`config.mk`:
```
export PLATFORM = sky130hd
export DESIGN_NAME = aes_sbox_composite_field
export DESIGN_NICKNAME = d
export VERILOG_FILES = /design/src/rtl/aes_sbox_composite_field.sv
export SDC_FILE = /design/constraint.sdc
export NUM_CORES = 1
export LEC_CHECK = 0
export ABC_AREA = 1
export CELL_PAD_IN_SITES_DETAIL_PLACEMENT = 1
export CELL_PAD_IN_SITES_GLOBAL_PLACEMENT = 1
export CORE_MARGIN = 2
export CORE_UTILIZATION = 38
export CTS_CLUSTER_SIZE = 40
export DETAILED_ROUTE_END_ITERATION = 7
export PLACE_DENSITY_LB_ADDON = 0.1
export RECOVER_POWER = 50
export SYNTH_ARGS = -nofsm -noshare
export SYNTH_HDL_FRONTEND = slang
export SYNTH_SLANG_ARGS = --single-unit
```
`constraint.sdc`:
```
create_clock -name clk -period 0.8 [get_ports clk]
set_input_delay 0.2 -clock clk [delete_from_list [all_inputs] [get_ports clk]]
set_output_delay 0.2 -clock clk [all_outputs]
set_load 0.01 [all_outputs]
```
`src/rtl/aes_sbox_composite_field.sv`:
```
// AES SubBytes / InvSubBytes byte unit. A single GF((2^4)^2) inverter is shared by both directions.
// Define AES_SBOX_PIPE_EN to add a register after the GF(2^4) inversion, which gives a latency of 2.
module aes_sbox_composite_field (
    input  logic       clk,
    input  logic       rst_n,
    input  logic       in_valid,
    input  logic [7:0] data_in,
    input  logic       enc_dec,
    output logic       out_valid,
    output logic [7:0] data_out
);

    localparam logic [3:0] LAMBDA = 4'hC;

    // Ground field GF(2^4), polynomial x^4 + x + 1
    function automatic logic [3:0] gf16_mul(input logic [3:0] a, input logic [3:0] b);
        logic [3:0] acc;
        logic [3:0] sh;
        acc = 4'h0;
        sh  = a;
        for (int i = 0; i < 4; i++) begin
            if (b[i]) acc = acc ^ sh;
            sh = {sh[2:0], 1'b0} ^ (sh[3] ? 4'h3 : 4'h0);
        end
        return acc;
    endfunction

    function automatic logic [3:0] gf16_inv(input logic [3:0] a);
        logic [3:0] r;
        case (a)
            4'h1: r = 4'h1;
            4'h2: r = 4'h9;
            4'h3: r = 4'hE;
            4'h4: r = 4'hD;
            4'h5: r = 4'hB;
            4'h6: r = 4'h7;
            4'h7: r = 4'h6;
            4'h8: r = 4'hF;
            4'h9: r = 4'h2;
            4'hA: r = 4'hC;
            4'hB: r = 4'h5;
            4'hC: r = 4'hA;
            4'hD: r = 4'h4;
            4'hE: r = 4'h3;
            4'hF: r = 4'h8;
            default: r = 4'h0;
        endcase
        return r;
    endfunction

    // Isomorphism sends the AES generator x to 8'h21, a root of x^8+x^4+x^3+x+1 in the composite field
    function automatic logic [7:0] map_to_composite(input logic [7:0] x);
        logic [7:0] q;
        q[0] = x[0] ^ x[1];
        q[1] = x[3] ^ x[5] ^ x[7];
        q[2] = x[2] ^ x[3] ^ x[4] ^ x[6];
        q[3] = x[3] ^ x[5] ^ x[6];
        q[4] = x[4] ^ x[5] ^ x[6];
        q[5] = x[1] ^ x[4] ^ x[6] ^ x[7];
        q[6] = x[2] ^ x[3] ^ x[5] ^ x[7];
        q[7] = x[5] ^ x[7];
        return q;
    endfunction

    function automatic logic [7:0] map_from_composite(input logic [7:0] q);
        logic [7:0] x;
        x[0] = q[0] ^ q[4] ^ q[5] ^ q[7];
        x[1] = q[4] ^ q[5] ^ q[7];
        x[2] = q[1] ^ q[6];
        x[3] = q[1] ^ q[7];
        x[4] = q[1] ^ q[3] ^ q[4] ^ q[7];
        x[5] = q[2] ^ q[4] ^ q[6] ^ q[7];
        x[6] = q[1] ^ q[2] ^ q[3] ^ q[4] ^ q[6];
        x[7] = q[2] ^ q[4] ^ q[6];
        return x;
    endfunction

    function automatic logic [7:0] affine_fwd(input logic [7:0] x);
        return x ^ {x[6:0], x[7]} ^ {x[5:0], x[7:6]} ^ {x[4:0], x[7:5]} ^ {x[3:0], x[7:4]} ^ 8'h63;
    endfunction

    function automatic logic [7:0] affine_inv(input logic [7:0] x);
        return {x[6:0], x[7]} ^ {x[4:0], x[7:5]} ^ {x[1:0], x[7:2]} ^ 8'h05;
    endfunction

    logic [7:0] sel_byte;
    logic [7:0] comp_s1;
    logic [3:0] hi_s1;
    logic [3:0] lo_s1;
    logic [3:0] delta_s1;
    logic [3:0] dinv_s1;

    logic [3:0] hi_s2;
    logic [3:0] sum_s2;
    logic [3:0] dinv_s2;
    logic       enc_s2;
    logic       valid_s2;

    logic [7:0] inv_byte;
    logic [7:0] result;
    logic       out_valid_d;
    logic       out_valid_q;
    logic [7:0] data_out_d;
    logic [7:0] data_out_q;

    // Norm of (hi*y + lo) for y^2 + y + lambda: lambda*hi^2 + lo*(hi + lo)
    always_comb begin
        sel_byte = enc_dec ? data_in : affine_inv(data_in);
        comp_s1  = map_to_composite(sel_byte);
        hi_s1    = comp_s1[7:4];
        lo_s1    = comp_s1[3:0];
        delta_s1 = gf16_mul(gf16_mul(hi_s1, hi_s1), LAMBDA) ^ gf16_mul(hi_s1 ^ lo_s1, lo_s1);
        dinv_s1  = gf16_inv(delta_s1);
    end

`ifdef AES_SBOX_PIPE_EN
    logic [3:0] hi_d, hi_q;
    logic [3:0] sum_d, sum_q;
    logic [3:0] dinv_d, dinv_q;
    logic       enc_d, enc_q;
    logic       pipe_valid_d, pipe_valid_q;

    // Stage data only loads on valid input, so idle-cycle inputs never reach the output
    always_comb begin
        pipe_valid_d = in_valid;
        hi_d         = hi_q;
        sum_d        = sum_q;
        dinv_d       = dinv_q;
        enc_d        = enc_q;
        if (in_valid) begin
            hi_d   = hi_s1;
            sum_d  = hi_s1 ^ lo_s1;
            dinv_d = dinv_s1;
            enc_d  = enc_dec;
        end
    end

    always_ff @(posedge clk or negedge rst_n) begin
        if (!rst_n) begin
            hi_q         <= 4'h0;
            sum_q        <= 4'h0;
            dinv_q       <= 4'h0;
            enc_q        <= 1'b0;
            pipe_valid_q <= 1'b0;
        end else begin
            hi_q         <= hi_d;
            sum_q        <= sum_d;
            dinv_q       <= dinv_d;
            enc_q        <= enc_d;
            pipe_valid_q <= pipe_valid_d;
        end
    end

    assign hi_s2    = hi_q;
    assign sum_s2   = sum_q;
    assign dinv_s2  = dinv_q;
    assign enc_s2   = enc_q;
    assign valid_s2 = pipe_valid_q;
`else
    assign hi_s2    = hi_s1;
    assign sum_s2   = hi_s1 ^ lo_s1;
    assign dinv_s2  = dinv_s1;
    assign enc_s2   = enc_dec;
    assign valid_s2 = in_valid;
`endif

    // Inverse is (hi*d^-1)*y + (hi+lo)*d^-1
    always_comb begin
        inv_byte    = map_from_composite({gf16_mul(hi_s2, dinv_s2), gf16_mul(sum_s2, dinv_s2)});
        result      = enc_s2 ? affine_fwd(inv_byte) : inv_byte;
        out_valid_d = valid_s2;
        data_out_d  = valid_s2 ? result : data_out_q;
    end

    always_ff @(posedge clk or negedge rst_n) begin
        if (!rst_n) begin
            out_valid_q <= 1'b0;
            data_out_q  <= 8'h00;
        end else begin
            out_valid_q <= out_valid_d;
            data_out_q  <= data_out_d;
        end
    end

    assign out_valid = out_valid_q;
    assign data_out  = data_out_q;

endmodule

```
==> metrics.log, run 1 <==
[metrics] status: did not finish
[metrics] failing step: global routing (5_1_grt)
[metrics] first error line in the log: [ERROR GRT-0232] Routing congestion too high. Check the congestion heatmap in the GUI.
[metrics] die width: 95.97 um
[metrics] area fraction of the dominant cell type after synthesis: 29.78%
[metrics] clk root buf: sky130_fd_sc_hd__clkbuf_8
[metrics] starting density of the core: 39.12%
[metrics] TritonCTS buffer count: 3
[metrics] number of cells produced by synthesis: 592
[metrics] number of sinks driven by the clock tree: 9
[metrics] share of the synthesized area in compound gates (AO/OA/AOI/OAI): 3.503%
[metrics] count of buffers inserted at the top-level ports: 20
[metrics] height of the chip: 95.97 um
[metrics] clk buf depth: 2
[metrics] combinational family with the most area after synthesis: simple AND/OR/NAND/NOR gates
[metrics] portion of the post-synthesis area used by sequential elements: 7.007%
[metrics] Post-Synth Adder-Cell Area: 3.114%
[metrics] post-synthesis register bit count: 9
[metrics] H-tree depth reported by CTS: 1
[metrics] # rows: 33
[metrics] cell type with the largest total area after synthesis: sky130_fd_sc_hd__nand2_1
[metrics] number of instances in the placed design: 801
[metrics] synthesized area: 3214 sq um
[metrics] Placer Congestion: 0.8630
[metrics] Post-Synth XOR/XNOR Area: 7.785%
[metrics] Net Count, Synth: 612
[metrics] synth warn: 0
[metrics] grt repair worst endpoint: data_out[4]$_DFFE_PN0P_/D
[metrics] GRT overflow: 190
[metrics] All-Layer GR Usage: 77.00%
[metrics] half-perimeter wire length of the detailed placement result: 9.428 mm
[metrics] hold bufs inserted after CTS: 0
[metrics] I/O Pins: 21
[metrics] count of unique library cells instantiated by Yosys: 33
[metrics] dominant cells by area after synthesis: sky130_fd_sc_hd__nand2_1 (30%), sky130_fd_sc_hd__nand3_1 (14%), sky130_fd_sc_hd__nand2_2 (8.6%)
[metrics] fraction of synthesized area in multiplexers: 0%
[metrics] Avg Inst Size Synth: 5.430 sq um
[metrics] Worst-path end type: register data pin
[metrics] largest net degree at the start of global routing: 13
[metrics] simple logic cell fraction of the synthesized area: 68.59%
==> through the flow <==
stage / cell area, sq um / hold slack [ns] / worst slack, ns / utilization (%)
after floorplan: 3278 / -0.09559 / -3.049 / -
after global placement: 4262 / 0.4623 / -3.833 / 51.87
after detailed placement: 4262 / 0.4686 / -4.177 / 51.87
after CTS: 5130 / 0.2900 / -3.135 / 62.43
==> synth_stat cells <==
| cell type | number |
|---|---|
| sky130_fd_sc_hd__a21oi_1 | 6 |
| sky130_fd_sc_hd__a21oi_4 | 1 |
| sky130_fd_sc_hd__buf_2 | 2 |
| sky130_fd_sc_hd__buf_4 | 1 |
| sky130_fd_sc_hd__buf_6 | 3 |
| sky130_fd_sc_hd__clkbuf_1 | 1 |
| sky130_fd_sc_hd__dfrtp_1 | 9 |
| sky130_fd_sc_hd__ha_1 | 8 |
| sky130_fd_sc_hd__inv_1 | 51 |
| sky130_fd_sc_hd__inv_2 | 16 |
| sky130_fd_sc_hd__inv_4 | 1 |
| sky130_fd_sc_hd__inv_6 | 1 |
| sky130_fd_sc_hd__nand2_1 | 255 |
| sky130_fd_sc_hd__nand2_2 | 44 |
| sky130_fd_sc_hd__nand2_4 | 12 |
| sky130_fd_sc_hd__nand2_8 | 1 |
| sky130_fd_sc_hd__nand3_1 | 93 |
| sky130_fd_sc_hd__nand3_2 | 10 |
| sky130_fd_sc_hd__nand3_4 | 4 |
| sky130_fd_sc_hd__nand3b_1 | 1 |
| sky130_fd_sc_hd__nand4_1 | 3 |
| sky130_fd_sc_hd__nor2_1 | 25 |
| sky130_fd_sc_hd__nor2_2 | 3 |
| sky130_fd_sc_hd__nor2_4 | 2 |
| sky130_fd_sc_hd__nor2_8 | 1 |
| sky130_fd_sc_hd__o211ai_1 | 1 |
| sky130_fd_sc_hd__o21ai_0 | 7 |
| sky130_fd_sc_hd__o21ai_1 | 3 |
| sky130_fd_sc_hd__o21ai_2 | 1 |
| sky130_fd_sc_hd__xnor2_1 | 9 |
| sky130_fd_sc_hd__xnor2_2 | 2 |
| sky130_fd_sc_hd__xor2_1 | 14 |
| sky130_fd_sc_hd__xor2_2 | 1 |
==> cell families after synthesis <==
kind of cell | after synthesis
simple gates | 454
xor+xnor | 26
fa+ha+maj | 8
compound gates | 19
buf+inv | 76
flops | 9
==> repair_timing <==
| action | 4_1_cts |
|---|---|
| gates cloned | 5 |
| buffers inserted | 24 |
| pin swaps | 91 |
| endpoints found under the setup margin | 17 |
| resized for setup | 244 |
==> per-layer routing <==
layer / track usage, % / overflow
met1: 75.47 / 4
met2: 100.8 / 130
met3: 50.04 / 3
met4: 88.69 / 53
met5: 0 / 0
==> inputs of run 2 (changes only) <==
Settings changed: CELL_PAD_IN_SITES_DETAIL_PLACEMENT 1 to default, CELL_PAD_IN_SITES_GLOBAL_PLACEMENT 1 to default, CORE_UTILIZATION 38 to 40, CTS_CLUSTER_SIZE 40 to default, PLACE_DENSITY_LB_ADDON 0.1 to 0.15.
Clock period 0.8 ns to 1 ns, I/O delays scaled along.
==> metrics.log, run 2 <==
[metrics] number of global-route vias before repair: 3954
[metrics] total met2 wirelength after detailed routing: 5.678 mm
[metrics] kind of launch point of the worst setup path: input pin
[metrics] Critical Path Max Stage Delay: 0.21 ns
[metrics] vias post-DR: 4301
[metrics] Hold Vio Cnt, Final: 0
[metrics] clock tree from TritonCTS: yes
[metrics] portion of the post-synthesis area used by sequential elements: 7.007%
[metrics] failing checks: setup timing
[metrics] TritonCTS buffer count: 3
[metrics] headroom to the max-slew limit: 66.25%
[metrics] HP Class: reg -> reg
[metrics] end of the worst register-to-register path: data_out[2]
[metrics] synth warn: 0
[metrics] dominant register cell in the synthesized netlist: sky130_fd_sc_hd__dfrtp_1
[metrics] sink of the worst hold path: data_out[3]
[metrics] dominant cells by area after synthesis: sky130_fd_sc_hd__nand2_1 (30%), sky130_fd_sc_hd__nand3_1 (14%), sky130_fd_sc_hd__nand2_2 (8.6%)
[metrics] async set-or-reset flop fraction in the synthesized netlist: 100.0%
[metrics] post-detailed-route via-to-cell ratio: 5.102
[metrics] post-layout min period: 3.968 ns
[metrics] largest net degree at the start of global routing: 12
[metrics] All-Layer GR Usage: 23.60%
[metrics] height of the chip: 93.64 um
[metrics] overall die area: 8768 sq um
[metrics] clk buf depth: 2
[metrics] Clock Pin Slew Worst Setup and Hold Paths: 0.04 ns
[metrics] final number of setup-violating endpoints: 10
[metrics] most used cells in the layout excluding fill and tap cells: sky130_fd_sc_hd__nand2_1 (182), sky130_fd_sc_hd__buf_4 (119), sky130_fd_sc_hd__nand2_2 (92)
[metrics] DR DRC count: 0
[metrics] clk_skew: 0 ns
[metrics] worst-case register-to-register setup slack: 0.23 ns
[metrics] DRT met1 WL: 4.945 mm
[metrics] Placer Congestion: 0.8912
[metrics] Setup WS post-layout: -2.968 ns
[metrics] count of buffers inserted at the top-level ports: 20
[metrics] I/O Pins: 21
[metrics] routed wirelength normalized by instance count: 13.26 um
[metrics] total routed wirelength: 11.18 mm
[metrics] highest routed layer: met4
[metrics] Area Growth Syn to Fin: 69.48%
[metrics] number of DRC markers in iteration 0: 216
[metrics] Net Count, Synth: 612
[metrics] kind of critical path: in -> reg
[metrics] antenna diode count: 0
[metrics] Total Nets Final: 762
[metrics] clk root buf: sky130_fd_sc_hd__clkbuf_8
[metrics] RSZ-0062 raised after global routing: true
[metrics] cell repeated most along the worst path: sky130_fd_sc_hd__nand2_2
[metrics] post-synthesis register bit count: 9
[metrics] logic depth of the worst path, buffers included: 39
[metrics] Worst Path Max Fanout: 7
[metrics] most frequently used cell type in the post-synthesis netlist: sky130_fd_sc_hd__nand2_1
[metrics] # rows: 32
[metrics] leading cell type in the layout, fill and taps excluded: sky130_fd_sc_hd__nand2_1
[metrics] wire length of the first global-routing pass: 17.42 mm
[metrics] highest clock frequency the design can meet: 0.2520 GHz
[metrics] Worst Reg2Reg Path Length in Cells: 3
[metrics] Bufs and invs on worst path: 5
[metrics] hold path cells: 2
[metrics] number of detailed-route iterations in the first pass: 5
[metrics] starting density of the core: 41.38%
[metrics] Worst-Skew Late Latency: 0.23 ns
[metrics] area fraction of the dominant cell type after synthesis: 29.78%
[metrics] endpoint required time on the critical path: 1.12 ns
[metrics] beginning of the worst register-to-register path: data_out[2]
[metrics] Final Max Tran Viols: 0
[metrics] Top delay family on crit path: simple AND/OR/NAND/NOR gates
[metrics] synthesized area: 3214 sq um
[metrics] GRT overflow: 0
[metrics] Max-cap violations: 0
[metrics] number of flip-flops under the largest register name: 8
[metrics] origin of the worst min-delay path: data_out[3]
[metrics] count of unique library cells instantiated by Yosys: 33
[metrics] Avg Inst Size Synth: 5.430 sq um
[metrics] total negative slack: -23.37 ns
[metrics] Detail Route met3 WL: 461 um
[metrics] H-tree depth reported by CTS: 1
[metrics] Core ar.: 7767 sq um
[metrics] top post-synthesis cells by count: sky130_fd_sc_hd__nand2_1 (255), sky130_fd_sc_hd__nand3_1 (93), sky130_fd_sc_hd__inv_1 (51), sky130_fd_sc_hd__nand2_2 (44), sky130_fd_sc_hd__nor2_1 (25)
[metrics] die width: 93.64 um
[metrics] critical path arrival: 4.09 ns
[metrics] Tightest Pin Transition: 0.5062 ns
[metrics] number of sinks driven by the clock tree: 9
[metrics] Crit. End Element: register
[metrics] cell type with the largest total area after synthesis: sky130_fd_sc_hd__nand2_1
[metrics] residual antenna-violating net count after detailed routing: 0
[metrics] number of cells produced by synthesis: 592
[metrics] number of antenna violations at the first check in global routing: 0
[metrics] half-perimeter wire length of the detailed placement result: 7.484 mm
[metrics] status: finished with violations
[metrics] number of synthesized flops with an enable pin: 0
[metrics] proportion of layout cells with a drive suffix above 1: 54.39%
[metrics] fin crit share: 396.8%
[metrics] slowest stage cell on the critical path: sky130_fd_sc_hd__ha_4
## run 2: cell counts after synthesis
No cell type changed its count.
## run 2: worst min-delay path, delay by kind of cell (launching register included)
family	cells	cell delay (ns)
flip-flops	1	0.33
AND/OR/NAND/NOR	2	0.10
## run 2: worst max-delay path by stage
stage	endpoint	start	slack, ns
floorplan	data_out[4]	enc_dec	-2.90
global placement	data_out[4]	data_in[3]	-3.70
detailed placement	data_out[4]	data_in[3]	-3.79
CTS	data_out[4]	data_in[2]	-2.85
global route	data_out[4]	data_in[3]	-3.25
finish	data_out[4]	data_in[1]	-2.97
## run 2: layout make-up
| cell class | instances | area, sq um |
|---|---|---|
| tap | 102 | 127.6 |
| timing repair buffer | 147 | 1157 |
| clock buffer | 4 | 45.04 |
| sequential | 9 | 225.2 |
| multi-input combinational | 511 | 3581 |
| inverter | 69 | 304.0 |
| timing repair inverter | 1 | 7.507 |
| fill | 609 | 2320 |
## run 2: cells by family (layout without fill, tap and decap cells)
kind of cell | Yosys count | in the layout | synth area share [%]
xor+xnor | 26 | 26 | 7.785
flops | 9 | 9 | 7.007
compound gates | 19 | 19 | 3.503
simple gates | 454 | 458 | 68.59
fa+ha+maj | 8 | 8 | 3.114
buf+inv | 76 | 221 | 10.00
## run 2: timing repair
item / in CTS / in global routing
buffers inserted: 23 / 13
resized for setup: 205 / 101
pin swaps: 83 / 66
hold buffers: 0 / 0
setup endpoints to repair: 17 / 16
cloned: 5 / 0
## run 2: metal layers
layer / up-vias / GRT usage, %
met5: - / 0
met1: 2013 / 31.51
met2: 108 / 42.75
met3: 14 / 2.095
met4: 0 / 2.174
li1: 2166 / -
## run 2: per-stage QoR
stage	util (%)	std cells	setup WS (ns)	hold WS, ns	cell area [sq um]
finish	70.14	843	-2.968	0.4746	5448
global route	70.14	843	-3.251	0.5107	5448
CTS	63.31	830	-2.851	0.3022	4917
detailed placement	54.33	798	-3.793	0.4690	4220
global placement	54.33	798	-3.705	0.4650	4220
floorplan	-	592	-2.899	-0.04559	3278
Power of run 2 is left out: the tool's default activity adds up to more than one toggle a clock period on the data nets, which glitch-free logic cannot reach.
